--- src/rtl/frame_capture_ctrl.sv ---
`default_nettype none
// ============================================================================
//  Module   : frame_capture_ctrl
//  Purpose  : Sequences the 320x240 grayscale frame buffer between live
//             camera writes and a frozen frame. Captures exactly one whole
//             camera frame on request, then sweeps the frozen frame out of
//             the read port with a ready handshake and aligned data-valid.
//  Options  : CAPTURE_TIMEOUT_EN - watchdog on ARM/CAPTURE that returns to
//             LIVE and pulses timeout_out after TIMEOUT_CYCLES cycles.
//  Revision : 1.0 - initial release
// ============================================================================
module frame_capture_ctrl #(
    parameter int FRAME_PIXELS   = 76800,
    parameter int ADDR_WIDTH     = 17,
    parameter int READ_LATENCY   = 2,
    parameter int TIMEOUT_CYCLES = 2000000
) (
    input  logic                  clk_in,
    input  logic                  rst_in,
    input  logic                  capture_in,
    input  logic                  live_in,
    input  logic                  sweep_start_in,
    input  logic                  frame_start_in,
    input  logic                  pixel_valid_in,
    output logic                  wea_out,
    output logic                  frozen_out,
    output logic                  busy_out,
    output logic                  capture_done_out,
    input  logic                  rd_ready_in,
    output logic                  rd_en_out,
    output logic [ADDR_WIDTH-1:0] rd_addr_out,
    output logic                  rd_valid_out,
    output logic                  rd_last_out,
    output logic                  sweep_done_out,
    output logic [7:0]            retry_count_out,
    output logic                  timeout_out
);

    typedef enum logic [2:0] {
        ST_LIVE    = 3'd0,
        ST_ARM     = 3'd1,
        ST_CAPTURE = 3'd2,
        ST_FROZEN  = 3'd3,
        ST_SWEEP   = 3'd4
    } state_t;

    // Last valid pixel address; also the write count one pixel before completion.
    localparam logic [ADDR_WIDTH-1:0] c_last_addr = ADDR_WIDTH'(FRAME_PIXELS - 1);

    state_t                  r_state;
    state_t                  w_state_next;
    logic [ADDR_WIDTH-1:0]   r_wr_count;
    logic [ADDR_WIDTH-1:0]   r_rd_count;
    logic [7:0]              r_retry;
    logic                    r_cap_done;
    logic [READ_LATENCY-1:0] r_valid_pipe;
    logic [READ_LATENCY-1:0] r_last_pipe;

    logic w_wr_clear;
    logic w_wr_inc;
    logic w_cap_done;
    logic w_short_frame;
    logic w_sweep_start;
    logic w_rd_en;
    logic w_rd_last;
    logic w_in_acquire;

    assign w_in_acquire = (r_state == ST_ARM) || (r_state == ST_CAPTURE);

`ifdef CAPTURE_TIMEOUT_EN
    localparam int c_wdog_w = (TIMEOUT_CYCLES > 1) ? $clog2(TIMEOUT_CYCLES) : 1;
    localparam logic [c_wdog_w-1:0] c_wdog_last = c_wdog_w'(TIMEOUT_CYCLES - 1);

    logic [c_wdog_w-1:0] r_wdog;
    logic                r_timeout;
    logic                w_timeout;
`else
    logic w_unused_cfg;
    assign w_unused_cfg = (TIMEOUT_CYCLES > 0);
`endif

    // State register.
    always_ff @(posedge clk_in) begin
        if (rst_in) r_state <= ST_LIVE;
        else        r_state <= w_state_next;
    end

    // Next-state decode plus the one-cycle strobes that drive the counters.
    always_comb begin
        w_state_next  = r_state;
        w_wr_clear    = 1'b0;
        w_wr_inc      = 1'b0;
        w_cap_done    = 1'b0;
        w_short_frame = 1'b0;
        w_sweep_start = 1'b0;
`ifdef CAPTURE_TIMEOUT_EN
        w_timeout     = 1'b0;
`endif
        case (r_state)
            ST_LIVE: begin
                if (capture_in) w_state_next = ST_ARM;
            end
            ST_ARM: begin
                if (frame_start_in) begin
                    w_state_next = ST_CAPTURE;
                    w_wr_clear   = 1'b1;
                end
            end
            ST_CAPTURE: begin
                // The final pixel beats a coincident frame start.
                if (pixel_valid_in && (r_wr_count == c_last_addr)) begin
                    w_state_next = ST_FROZEN;
                    w_cap_done   = 1'b1;
                end else if (frame_start_in) begin
                    w_short_frame = 1'b1;
                    w_wr_clear    = 1'b1;
                end else if (pixel_valid_in) begin
                    w_wr_inc = 1'b1;
                end
            end
            ST_FROZEN: begin
                if (capture_in) begin
                    w_state_next = ST_ARM;
                end else if (sweep_start_in) begin
                    w_state_next  = ST_SWEEP;
                    w_sweep_start = 1'b1;
                end else if (live_in) begin
                    w_state_next = ST_LIVE;
                end
            end
            ST_SWEEP: begin
                if (rd_ready_in && (r_rd_count == c_last_addr)) w_state_next = ST_FROZEN;
            end
            default: w_state_next = ST_LIVE;
        endcase
`ifdef CAPTURE_TIMEOUT_EN
        // A completing capture is allowed to finish even on the last watchdog cycle.
        if (w_in_acquire && !w_cap_done && (r_wdog == c_wdog_last)) begin
            w_state_next = ST_LIVE;
            w_timeout    = 1'b1;
        end
`endif
    end

    // Status and read-issue decode; the write enable gates the camera path directly.
    assign wea_out    = pixel_valid_in && (r_state == ST_LIVE || w_in_acquire);
    assign frozen_out = (r_state == ST_FROZEN) || (r_state == ST_SWEEP);
    assign busy_out   = w_in_acquire || (r_state == ST_SWEEP);
    assign w_rd_en    = (r_state == ST_SWEEP) && rd_ready_in;
    assign w_rd_last  = w_rd_en && (r_rd_count == c_last_addr);

    assign rd_en_out        = w_rd_en;
    assign rd_addr_out      = r_rd_count;
    assign capture_done_out = r_cap_done;
    assign retry_count_out  = r_retry;
    assign rd_valid_out     = r_valid_pipe[READ_LATENCY-1];
    assign rd_last_out      = r_last_pipe[READ_LATENCY-1];
    assign sweep_done_out   = rd_valid_out && rd_last_out;

    // Write-side pixel counter for the frame being captured.
    always_ff @(posedge clk_in) begin
        if (rst_in)          r_wr_count <= '0;
        else if (w_wr_clear) r_wr_count <= '0;
        else if (w_wr_inc)   r_wr_count <= r_wr_count + 1'b1;
    end

    // Read address counter; it parks on the last address once the sweep ends.
    always_ff @(posedge clk_in) begin
        if (rst_in)                                      r_rd_count <= '0;
        else if (w_sweep_start)                          r_rd_count <= '0;
        else if (w_rd_en && (r_rd_count != c_last_addr)) r_rd_count <= r_rd_count + 1'b1;
    end

    // Aborted-capture counter (saturating) and the capture-complete pulse.
    always_ff @(posedge clk_in) begin
        if (rst_in) begin
            r_retry    <= 8'd0;
            r_cap_done <= 1'b0;
        end else begin
            r_cap_done <= w_cap_done;
            if (w_short_frame && (r_retry != 8'hFF)) r_retry <= r_retry + 8'd1;
        end
    end

    // Read-valid/last delay line matching the BRAM read latency.
    always_ff @(posedge clk_in) begin
        if (rst_in) begin
            r_valid_pipe <= '0;
            r_last_pipe  <= '0;
        end else begin
            r_valid_pipe[0] <= w_rd_en;
            r_last_pipe[0]  <= w_rd_last;
            for (int i = 1; i < READ_LATENCY; i++) begin
                r_valid_pipe[i] <= r_valid_pipe[i-1];
                r_last_pipe[i]  <= r_last_pipe[i-1];
            end
        end
    end

`ifdef CAPTURE_TIMEOUT_EN
    // Watchdog on time spent waiting for or receiving a frame.
    always_ff @(posedge clk_in) begin
        if (rst_in) begin
            r_wdog    <= '0;
            r_timeout <= 1'b0;
        end else begin
            r_timeout <= w_timeout;
            if (w_in_acquire && !w_timeout) r_wdog <= r_wdog + 1'b1;
            else                            r_wdog <= '0;
        end
    end

    assign timeout_out = r_timeout;
`else
    assign timeout_out = 1'b0;
`endif

endmodule
`default_nettype wire

--- config.mk ---
export PLATFORM = sky130hd
export DESIGN_NAME = frame_capture_ctrl
export DESIGN_NICKNAME = d
export VERILOG_FILES = /design/src/rtl/frame_capture_ctrl.sv
export SDC_FILE = /design/constraint.sdc
export NUM_CORES = 1
export LEC_CHECK = 0
export BUFFER_PORTS_ARGS = -buffer_cell sky130_fd_sc_hd__buf_4
export CAP_MARGIN = 30
export CELL_PAD_IN_SITES_DETAIL_PLACEMENT = 2
export CELL_PAD_IN_SITES_GLOBAL_PLACEMENT = 2
export CORE_ASPECT_RATIO = 2
export CORE_MARGIN = 2
export CORE_UTILIZATION = 36
export CTS_CLUSTER_DIAMETER = 40
export DETAILED_ROUTE_END_ITERATION = 8
export HOLD_SLACK_MARGIN = 0.12
export PLACE_DENSITY_LB_ADDON = 0.1
export SLEW_MARGIN = 30
export SYNTH_ARGS = -nofsm -noshare
export SYNTH_HDL_FRONTEND = slang
export SYNTH_SLANG_ARGS = --single-unit
--- constraint.sdc ---
create_clock -name clk_in -period 4.5 [get_ports clk_in]
set_input_delay 0.45 -clock clk_in [delete_from_list [all_inputs] [get_ports clk_in]]
set_output_delay 0.45 -clock clk_in [all_outputs]
set_load 0.01 [all_outputs]
==> qor.csv <==
metric;value;unit
status;finished, final reports clean;
Crit Path Class;reg2reg;
DP HPWL;5270;um
Pwr Total;1040;uW
1st-pass router iterations;4;
WL/cell;16.9;um
total die area;0.00801;sq mm
most common library cells after synthesis;50 x dfxtp_1, 43 x nor2_1, 23 x xnor2_1;
worst-margin pin slew;0.730;ns
CTS tree;done;
sequential-to-total area share from yosys stat;38.2;%
RR Endpoint;r_wr_count[7];
Setup Viol. Count Final;0;
Pleak;0.00114;uW
Cells after DPL;423;
fin area;0.00311;sq mm
routability cong.;0.791;
TritonCTS Buffers;5;
Reg clk slew, reported paths;0.07;ns
Hold WC Path Type;reg2reg;
data arrival time of the worst path;2.60;ns
most frequent cell after synthesis;dfxtp_1;
dominant synthesized flop cell;dfxtp_1;
vias post-DR;2309;
Final ANT Viol Nets;0;
fraction of layout cells with a size suffix above 1;17.4;%
Syn Nets;318;
Worst setup SP type;flip-flop;
row count;44;
min cycle time layout;2.38;ns
worst stage delay on the critical path;0.57;ns
vias per inst;5.36;
WHS;0.441;ns
initial drt markers;110;
period utilization;52.9;%
number of flops mapped to enable cells by yosys;0;
Skew-Pair Late Insertion Delay;0.29;ns
RSZ-0062 raised after global routing;false;
setup TNS;0;ns
placed cell area;0.00295;sq mm
fin cells;431;
area of the mapped netlist;0.00262;sq mm
PostCTS Resize Cnt;0;
crit path capture;r_wr_count[7];
cts hold-fix bufs;0;
ranking of synthesized cells by area;dfxtp_1 38%, xnor2_1 7.7%, nor2_1 6.2%;
Post-CTS Setup Inserts;0;
area grow syn2layout;18.9;%
n_diodes;0;
syn avg cell area;8.53;sq um
clk sinks;50;
worst-path maximum fanout;16;
PwrDens;333;mW/mm^2
die span in x;64.3;um
first-pass GRT wire length;12500;um
post-synth cell types;52;
total gr overflow;0;
drc violations;0;
critical path, cell by cell;or4b_4 > nor3_4 > a21oi_2 > nand2b_1 > nor2_1;
Fmax;420;MHz
Core ar.;0.00716;sq mm
largest net degree at the start of global routing;23;
WP depth;5;
clock buffer depth;2;
Synth Warn #;0;
Layout Nets;349;
Synth area leader;dfxtp_1;
MaxCap Viol Count;0;
PortBufs;40;
final wirelength;7280;um
Final Hold Fails;0;
worst setup path startpoint;r_wr_count[12];
vias in the first global route;2465;
die height;125;um
FF-to-FF setup slack;2.12;ns
Setup crit end kind;flip-flop;
Max-Slew Margin vs Limit;51.3;%
Req. time, crit path;4.72;ns
cell family with most CP delay;simple AND/OR/NAND/NOR gates;
top cell type's share of synthesized area;38.2;%
Clock Root Buffer;clkbuf_16;
Final Max Tran Viols;0;
Crit-path slowest cell;or4b_4;
Post-Syn Instances;307;
Global Route Usage Sum;19.5;%
H-tree Lvls;2;
Worst Path Buf+Inv;0;
FFs w/ async S/R, synth;0;%
Layout Skew;0.00459;ns
# IOs;42;
Seq cells post-synth;50;
Max IR drop VDD;160;uV
antenna violations before repair;0;
Initial Util;36.6;%
path depth of the worst reg2reg path;5;
worst r2r src;r_wr_count[12];
## registers in the layout, indices dropped and copies added, names as in the netlist
signal,flops
r_state,3
r_valid_pipe,2
r_wr_count,17
retry_count_out,8
rd_addr_out,17
r_last_pipe,2
capture_done_out,1
## placed cells by master, fill, tap and decap left out, drive strengths merged, types with 7 or more instances in the layout
master	n
dfxtp	50
nor2	43
buf	40
xnor2	23
nand2	21
nand3	19
a21oi	11
nor3	11
nand4	9
and3	9
xor2	9
inv	7
o21ai	7
## worst register-to-register path: stages, from the launching register on
cell and delay (ns):
dfxtp_1 0.37, or4b_4 0.57, nor3_4 0.53, a21oi_2 0.14, nand2b_1 0.47, nor2_1 0.22
## logic make-up after synthesis
| family | synth area share, % |
|---|---|
| AO/OA/AOI/OAI | 10.2 |
| XOR/XNOR | 10.7 |
| adder cells (fa/ha/maj) | 1.43 |
| buffers and inverters | 4.35 |
| flip-flops | 38.2 |
| multiplexers | 2.44 |
| other | 0.143 |
| AND/OR/NAND/NOR | 32.5 |
## final cells by class
cell class / instances / area [sq um]
clock inverters: 2 / 37.5
clock buffers: 6 / 129
repair buffers: 40 / 300
fillers: 825 / 4040
well taps: 92 / 115
flip-flops and latches: 50 / 1000
multi-input cells: 234 / 1500
inverters: 7 / 26.3
## how the worst min path moves through the flow
stage	startpoint	to	slack, ns	cells after the start
floorplan	r_last_pipe[0]	r_last_pipe[1]	0.41	1
global placement	r_valid_pipe[0]	r_valid_pipe[1]	0.42	1
detailed placement	r_last_pipe[0]	r_last_pipe[1]	0.43	1
CTS	r_last_pipe[0]	r_last_pipe[1]	0.45	1
global route	r_last_pipe[0]	r_last_pipe[1]	0.47	1
finish	r_last_pipe[0]	r_last_pipe[1]	0.44	1
## where the power goes
group | internal (uW) | total (uW) | switching (uW) | leakage (uW)
registers | 452 | 480 | 27.8 | 0.000403
clock network | 263 | 430 | 167 | 0.0000771
logic | 57.1 | 128 | 70.9 | 0.000656
## stage by stage
stage          setup WS, ns  util (%)
2_1_floorplan          2.52         -
3_3_place_gp           2.24      41.2
3_5_place_dp           2.11      41.2
4_1_cts                2.09      43.5
5_1_grt                1.92      43.5
6_report               2.12      43.5
## routing by layer
metal  wire, um  GRT usage [%]
met5          0              0
met4        109           6.51
met3        249           3.43
met2       3640           32.7
met1       3290           24.8
Note: power is estimated with default switching activity, not from simulation.
